[src/rtl/brake_input_conditioner_if.sv]
// Pedal-side signal bundle between the raw brake switch and the brake light controller.
// master drives the raw switch; slave (the conditioner) drives the cleaned outputs.
interface brake_input_conditioner_if;
    logic       brakeSwitchRaw;
    logic       brakeActive;
    logic       brakeEvent;
    logic [7:0] bounceCount;

    modport master (
        output brakeSwitchRaw,
        input  brakeActive,
        input  brakeEvent,
        input  bounceCount
    );

    modport slave (
        input  brakeSwitchRaw,
        output brakeActive,
        output brakeEvent,
        output bounceCount
    );
endinterface

[src/rtl/brake_input_conditioner.sv]
// Brake pedal conditioner: 2-flop synchroniser, debounce FSM, minimum-on stretcher.
// Optional apply flash pattern on brakeActive when BRAKE_FLASH_EN is defined.
module brake_input_conditioner #(
    parameter int DEBOUNCE_CYCLES   = 500000,
    parameter int MIN_ON_CYCLES     = 12500000,
    parameter int FLASH_HALF_CYCLES = 3750000,
    parameter int FLASH_COUNT       = 3,
    parameter int CNT_W             = 24
) (
    input  logic                      c50M,
    input  logic                      reset_n,
    brake_input_conditioner_if.slave  bus
);

    localparam logic [2:0] IDLE     = 3'd0;
    localparam logic [2:0] PRESS_DB = 3'd1;
    localparam logic [2:0] ON       = 3'd2;
    localparam logic [2:0] REL_DB   = 3'd3;
    localparam logic [2:0] HOLD     = 3'd4;

    localparam logic [CNT_W-1:0] DB_LAST  = CNT_W'(DEBOUNCE_CYCLES - 1);
    localparam logic [CNT_W-1:0] MIN_LOAD = CNT_W'(MIN_ON_CYCLES - 1);

    logic             syncMeta;
    logic             sync;
    logic [2:0]       state;
    logic [2:0]       stateNext;
    logic [CNT_W-1:0] dbCnt;
    logic [CNT_W-1:0] dbCntNext;
    logic [CNT_W-1:0] minCnt;
    logic [CNT_W-1:0] minCntNext;
    logic [7:0]       bounceNext;
    logic             eventNext;
    logic             activeNext;
    logic             pending;
    logic             waitLevel;
    logic             dbExpire;
    logic             apply;

    assign pending   = (state == PRESS_DB) || (state == REL_DB);
    assign waitLevel = (state == PRESS_DB);
    assign dbExpire  = (sync == waitLevel) && (dbCnt == DB_LAST);
    assign apply     = (state == PRESS_DB) && (stateNext == ON);

    // NOTE: every variable gets a default first so no path leaves it unassigned (no latch).
    always_comb begin
        stateNext  = state;
        bounceNext = bus.bounceCount;
        case (state)
            IDLE:     if (sync) stateNext = PRESS_DB;
            PRESS_DB: begin
                if (!sync) begin
                    stateNext = IDLE;
                    if (bus.bounceCount != 8'hFF) bounceNext = bus.bounceCount + 8'd1;
                end else if (dbExpire) begin
                    stateNext = ON;
                end
            end
            ON:       if (!sync) stateNext = REL_DB;
            REL_DB: begin
                if (sync)          stateNext = ON;
                else if (dbExpire) stateNext = (minCnt == '0) ? IDLE : HOLD;
            end
            HOLD: begin
                if (sync)                stateNext = ON;
                else if (minCnt == '0)   stateNext = IDLE;
            end
            default:  stateNext = IDLE;
        endcase
    end

    always_comb begin
        dbCntNext = '0;
        if (pending && (stateNext == state) && (sync == waitLevel)) dbCntNext = dbCnt + 1'b1;

        minCntNext = minCnt;
        if (apply)
            minCntNext = MIN_LOAD;
        else if ((state == ON || state == REL_DB || state == HOLD) && minCnt != '0)
            minCntNext = minCnt - 1'b1;

        eventNext = apply;
    end

`ifdef BRAKE_FLASH_EN
    localparam logic [CNT_W-1:0] FLASH_HALF_LAST = CNT_W'(FLASH_HALF_CYCLES - 1);
    localparam logic [CNT_W-1:0] FLASH_IDX_LAST  = CNT_W'(2 * FLASH_COUNT - 1);

    logic             flashing;
    logic             flashingNext;
    logic [CNT_W-1:0] flashCnt;
    logic [CNT_W-1:0] flashCntNext;
    logic [CNT_W-1:0] flashIdx;
    logic [CNT_W-1:0] flashIdxNext;
    logic             flashKeep;

    // The pattern survives a pending release but is dropped on HOLD/IDLE or any return to ON.
    assign flashKeep = flashing && (stateNext == ON || stateNext == REL_DB)
                       && !(state == REL_DB && stateNext == ON);

    always_comb begin
        flashingNext = 1'b0;
        flashCntNext = '0;
        flashIdxNext = '0;
        if (apply) begin
            flashingNext = 1'b1;
        end else if (flashKeep) begin
            flashingNext = 1'b1;
            flashIdxNext = flashIdx;
            flashCntNext = flashCnt + 1'b1;
            if (flashCnt == FLASH_HALF_LAST) begin
                flashCntNext = '0;
                if (flashIdx == FLASH_IDX_LAST) begin
                    flashingNext = 1'b0;
                    flashIdxNext = '0;
                end else begin
                    flashIdxNext = flashIdx + 1'b1;
                end
            end
        end
    end

    // Even half-periods of the pattern are the dark phases.
    always_comb begin
        activeNext = (stateNext == ON || stateNext == REL_DB || stateNext == HOLD)
                     && !(flashingNext && !flashIdxNext[0]);
    end

    always_ff @(posedge c50M or negedge reset_n) begin
        if (!reset_n) begin
            flashing <= 1'b0;
            flashCnt <= '0;
            flashIdx <= '0;
        end else begin
            flashing <= flashingNext;
            flashCnt <= flashCntNext;
            flashIdx <= flashIdxNext;
        end
    end
`else
    always_comb begin
        activeNext = (stateNext == ON || stateNext == REL_DB || stateNext == HOLD);
    end
`endif

    // NOTE: sequential state uses non-blocking assignments so all flops update together.
    always_ff @(posedge c50M or negedge reset_n) begin
        if (!reset_n) begin
            syncMeta        <= 1'b0;
            sync            <= 1'b0;
            state           <= IDLE;
            dbCnt           <= '0;
            minCnt          <= '0;
            bus.brakeActive <= 1'b0;
            bus.brakeEvent  <= 1'b0;
            bus.bounceCount <= 8'd0;
        end else begin
            syncMeta        <= bus.brakeSwitchRaw;
            sync            <= syncMeta;
            state           <= stateNext;
            dbCnt           <= dbCntNext;
            minCnt          <= minCntNext;
            bus.brakeActive <= activeNext;
            bus.brakeEvent  <= eventNext;
            bus.bounceCount <= bounceNext;
        end
    end

endmodule
[src/flat_wrapper.sv]
// flat-port wrapper written by rule: the top's interface ports become plain ports
module brake_input_conditioner_flat 
#(
    parameter int DEBOUNCE_CYCLES   = 500000,
    parameter int MIN_ON_CYCLES     = 12500000,
    parameter int FLASH_HALF_CYCLES = 3750000,
    parameter int FLASH_COUNT       = 3,
    parameter int CNT_W             = 24
)
  (c50M, reset_n, bus_brakeSwitchRaw, bus_brakeActive, bus_brakeEvent, bus_bounceCount);
  brake_input_conditioner_if bus_i ();
  input  logic c50M;
  input  logic reset_n;
  input wire logic [$bits(bus_i.brakeSwitchRaw)-1:0] bus_brakeSwitchRaw;
  output wire logic [$bits(bus_i.brakeActive)-1:0] bus_brakeActive;
  output wire logic [$bits(bus_i.brakeEvent)-1:0] bus_brakeEvent;
  output wire logic [$bits(bus_i.bounceCount)-1:0] bus_bounceCount;
  assign bus_i.brakeSwitchRaw = bus_brakeSwitchRaw;
  assign bus_brakeActive = bus_i.brakeActive;
  assign bus_brakeEvent = bus_i.brakeEvent;
  assign bus_bounceCount = bus_i.bounceCount;
  brake_input_conditioner #(.DEBOUNCE_CYCLES(DEBOUNCE_CYCLES), .MIN_ON_CYCLES(MIN_ON_CYCLES), .FLASH_HALF_CYCLES(FLASH_HALF_CYCLES), .FLASH_COUNT(FLASH_COUNT), .CNT_W(CNT_W)) u_core (.c50M(c50M), .reset_n(reset_n), .bus(bus_i));
endmodule
[config.mk]
export PLATFORM = sky130hd
export DESIGN_NAME = brake_input_conditioner_flat
export DESIGN_NICKNAME = d
export VERILOG_FILES = /design/src/rtl/brake_input_conditioner_if.sv /design/src/rtl/brake_input_conditioner.sv /design/src/flat_wrapper.sv
export SDC_FILE = /design/constraint.sdc
export NUM_CORES = 1
export LEC_CHECK = 0
export BUFFER_PORTS_ARGS = -buffer_cell sky130_fd_sc_hd__buf_2
export CAP_MARGIN = 0
export CORE_MARGIN = 5
export CORE_UTILIZATION = 60
export DETAILED_ROUTE_END_ITERATION = 6
export GPL_TIMING_DRIVEN = 1
export PLACE_DENSITY_LB_ADDON = 0.15
export RECOVER_POWER = 25
export SLEW_MARGIN = 20
export SYNTH_ARGS = -nofsm -noshare
export SYNTH_HDL_FRONTEND = slang
export SYNTH_SLANG_ARGS = --single-unit
[constraint.sdc]
create_clock -name c50M -period 2.4 [get_ports c50M]
set_input_delay 0 -clock c50M [delete_from_list [all_inputs] [get_ports c50M]]
set_output_delay 0 -clock c50M [all_outputs]
set_load 0.01 [all_outputs]
==> results.yml <==
run_status:
  status: "finished, final reports clean"
timing:
  maxSlewHeadroom_pct: 28.4
  tightest_slew_ns: 1.07
  hold_violations: 0
  setup_viol: 0
  clock_skew_ns: 0.00707
  timing.final.max_slew_violations: 0
  tns_ns: 0
  rsz0062_at_grt: "false"
  fmax_mhz: 436
  period_minus_slack_ns: 2.29
  finalCritPeriodShare_pct: 95.5
global_route:
  grt_pass1_vias: 2453
  grt_use_total_pct: 22.0
  grt_overflow: 0
  antenna_found_initial: 0
  grt_start_max_net_pins: 26
  grt_pass1_wl_um: 11300
yosys:
  synth_area_leader_cell: "dfrtp_1"
  syn_area_sq_mm: 0.00314
  synth_top_area_share_pct: 50.2
  syn_avg_cell_area_sq_um: 9.79
  synth.distinct_cells: 46
  synth_edf_count: 0
  syn_nets: 327
  synthFlopType: "dfrtp_1"
  ys_warn_count: 0
  synth-seq-cells: 63
  ys_top_cells_by_area: "dfrtp_1 50%, nor2_1 5.7%, xnor2_1 5.0%, xor2_1 5.0%, nand3_1 2.7%"
  netlist_instances: 321
  synthArstFlopShare_pct: 100
  ys_seq_area_share_pct: 50.2
place:
  hpwlAfterDp_um: 4370
  dp.cells: 409
  gp_congestion: 0.832
  port_buffers: 12
power:
  intPower_mw: 1.58
  p_leak_nw: 1.59
  switchingPower_mw: 0.530
  seqPwrFrac_pct: 55.5
  powerDensity_mw_per_mm2: 597
  combPwrFrac_pct: 8.2
  p_clk_share_pct: 36.2
  switching_share_pct: 25.1
  ir_worst_vdd_uv: 365
setup_path:
  rr_endpoint: "u_core.minCnt[22]"
  regToRegStartpoint: "u_core.minCnt[17]"
  critPathRequiredTime_ns: 2.67
  arrival_ns: 2.56
  regToRegSetupSlack_ns: 0.11
  crit_path_start_kind: "register"
  worstPathMaxFanout: 4
  r2r_cells: 5
  crit_type: "register to register"
  endpoint_kind: "register"
layout:
  layoutNonFillerInstCount: 427
  n_antenna_cell: 0
  nNetsFinal: 359
  nFillCells: 416
  area_growth_pct: 12.5
  drive_gt1_share_pct: 11.8
  fin_util_pct: 69.2
clocking:
  cts-htree-levels: 3
  clock_latency_ns: 0.34
  clockBufferDepth: 2
  cts-root-buf: "clkbuf_8"
  clkTransAtPathRegs_ns: 0.06
  cts_tree: "built"
  clock_sinks: 63
  numCtsBuffers: 9
worst_hold_path:
  hold_class: "input pin to register"
  min_from: "bus_brakeSwitchRaw"
  min_to: "u_core.syncMeta"
  hold_path_depth: 2
routing:
  vias_per_cell: 5.76
  route.detailed.drc: 0
  detail-route-antenna-nets: 0
  route.vias.total: 2459
  wire_per_inst_um: 14.7
  first_iter_violations: 154
  firstDrtPassIters: 4
  drt-total-wl_um: 6290
die:
  initial_core_util_pct: 61.5
  ios: 13
  core_sq_mm: 0.00511
  rows: 26
  dieArea_sq_mm: 0.00678
  die_h_um: 82.4
  die_x_um: 82.4
job:
  drv_cap: 0
## state kept, by name, summed over array words and instances (netlist names)
register / cells
u_core.dbCnt: 24
u_core.minCnt: 24
u_core.state: 3
u_core.bus.bounceCount: 8
u_core.bus.brakeActive: 1
u_core.syncMeta: 1
u_core.sync: 1
u_core.bus.brakeEvent: 1
## cell type report
| type | instances | area, sq um | area share [%] |
|---|---|---|---|
| tap | 70 | 87.6 | 2.48 |
| clock inverter | 1 | 5.00 | 0.142 |
| timing repair buffer | 29 | 185 | 5.24 |
| multi-input combinational | 241 | 1490 | 42.3 |
| clock buffer | 14 | 153 | 4.32 |
| inverter | 9 | 33.8 | 0.956 |
| sequential | 63 | 1580 | 44.6 |
## cells in the mapped netlist (3+ instances only)
| cell type | count |
|---|---|
| nor3_1 | 11 |
| or4_1 | 3 |
| a211oi_1 | 6 |
| nor4_1 | 11 |
| and3_1 | 6 |
| o21ai_0 | 3 |
| nand3_1 | 17 |
| clkbuf_1 | 6 |
| or3_1 | 4 |
| and2_1 | 5 |
| ha_1 | 3 |
| mux2i_1 | 4 |
| dfrtp_1 | 63 |
| nand2b_1 | 3 |
| a21oi_1 | 12 |
| nand2_1 | 20 |
| and4_1 | 5 |
| xor2_1 | 18 |
| xnor2_1 | 18 |
| inv_1 | 8 |
| nand4_1 | 11 |
| a31oi_1 | 5 |
| nor2_1 | 48 |
| o31ai_1 | 3 |
## layer usage
metal | part of all wire [%] | GRT usage [%] | wire (um)
met1 | 47 | 28.1 | 2970
met2 | 47 | 36.0 | 2950
met3 | 4.3 | 6.18 | 270
met4 | 1.6 | 7.48 | 101
met5 | 0 | 0 | 0
## worst max path at each step
stage                                 start           endpoint
final                     u_core.minCnt[17]  u_core.minCnt[22]
after global routing      u_core.minCnt[17]  u_core.minCnt[22]
after CTS                 u_core.minCnt[17]  u_core.minCnt[22]
after detailed placement  u_core.minCnt[17]  u_core.minCnt[22]
after global placement    u_core.minCnt[17]  u_core.minCnt[22]
after floorplan           u_core.minCnt[15]  u_core.minCnt[22]
## power groups by stage
| stage | clock [mW] | sequential (mW) | combinational [mW] |
|---|---|---|---|
| after floorplan | 0 | 1.20 | 0.0750 |
| after global placement | 0 | 1.19 | 0.172 |
| final | 0.765 | 1.17 | 0.174 |
| after detailed placement | 0 | 1.19 | 0.177 |
| after global routing | 0.834 | 1.18 | 0.201 |
| after CTS | 0.791 | 1.17 | 0.179 |
## worst max-delay path, stage by stage (launching register included)
cell	delay (ns)
dfrtp_1	0.41
or4_1	0.53
or3_4	0.35
or3_1	0.37
or4_1	0.43
a21oi_2	0.15
## cells by family after synthesis
family                   synth area share (%)
AND/OR/NAND/NOR                          26.2
flip-flops                               50.2
AO/OA/AOI/OAI                            8.76
XOR/XNOR                                 10.0
buffers and inverters                    2.39
multiplexers                             1.27
adder cells (fa/ha/maj)                  1.19
## placed cells by master, fill, tap and decap left out, types with 4 or more instances in the layout
cell type and instances:
buf_2 8, nor2_1 48, inv_1 8, dfrtp_1 63, a31oi_1 5, nand2_1 20, and3_1 6, nand3_1 17
nand4_1 11, a21oi_1 11, clkbuf_1 8, a211oi_1 6, nor4_1 11, and4_1 5, clkbuf_8 10, or3_1 4
mux2i_1 4, xnor2_1 18, xor2_1 18, nor3_1 11, and2_1 5, buf_4 14
## what timing repair did
item / in CTS / in global routing
setup endpoints to repair: 0 / 1
resized for setup: 0 / 1
hold buffers: 2 / 0
buffers inserted: 0 / 1
hold endpoints to repair: 18 / 0
## through the flow
step	hold slack [ns]	worst slack [ns]	total power, mW	cell area (sq um)
6_report	0.318	0.108	2.11	3530
5_1_grt	0.301	0.00382	2.21	3530
4_1_cts	0.132	0.0963	2.14	3530
3_5_place_dp	-0.0312	0.104	1.37	3350
3_3_place_gp	-0.0462	0.175	1.36	3350
2_1_floorplan	-0.296	0.172	1.28	3140
No activity file was read; power rests on OpenSTA's default activity.
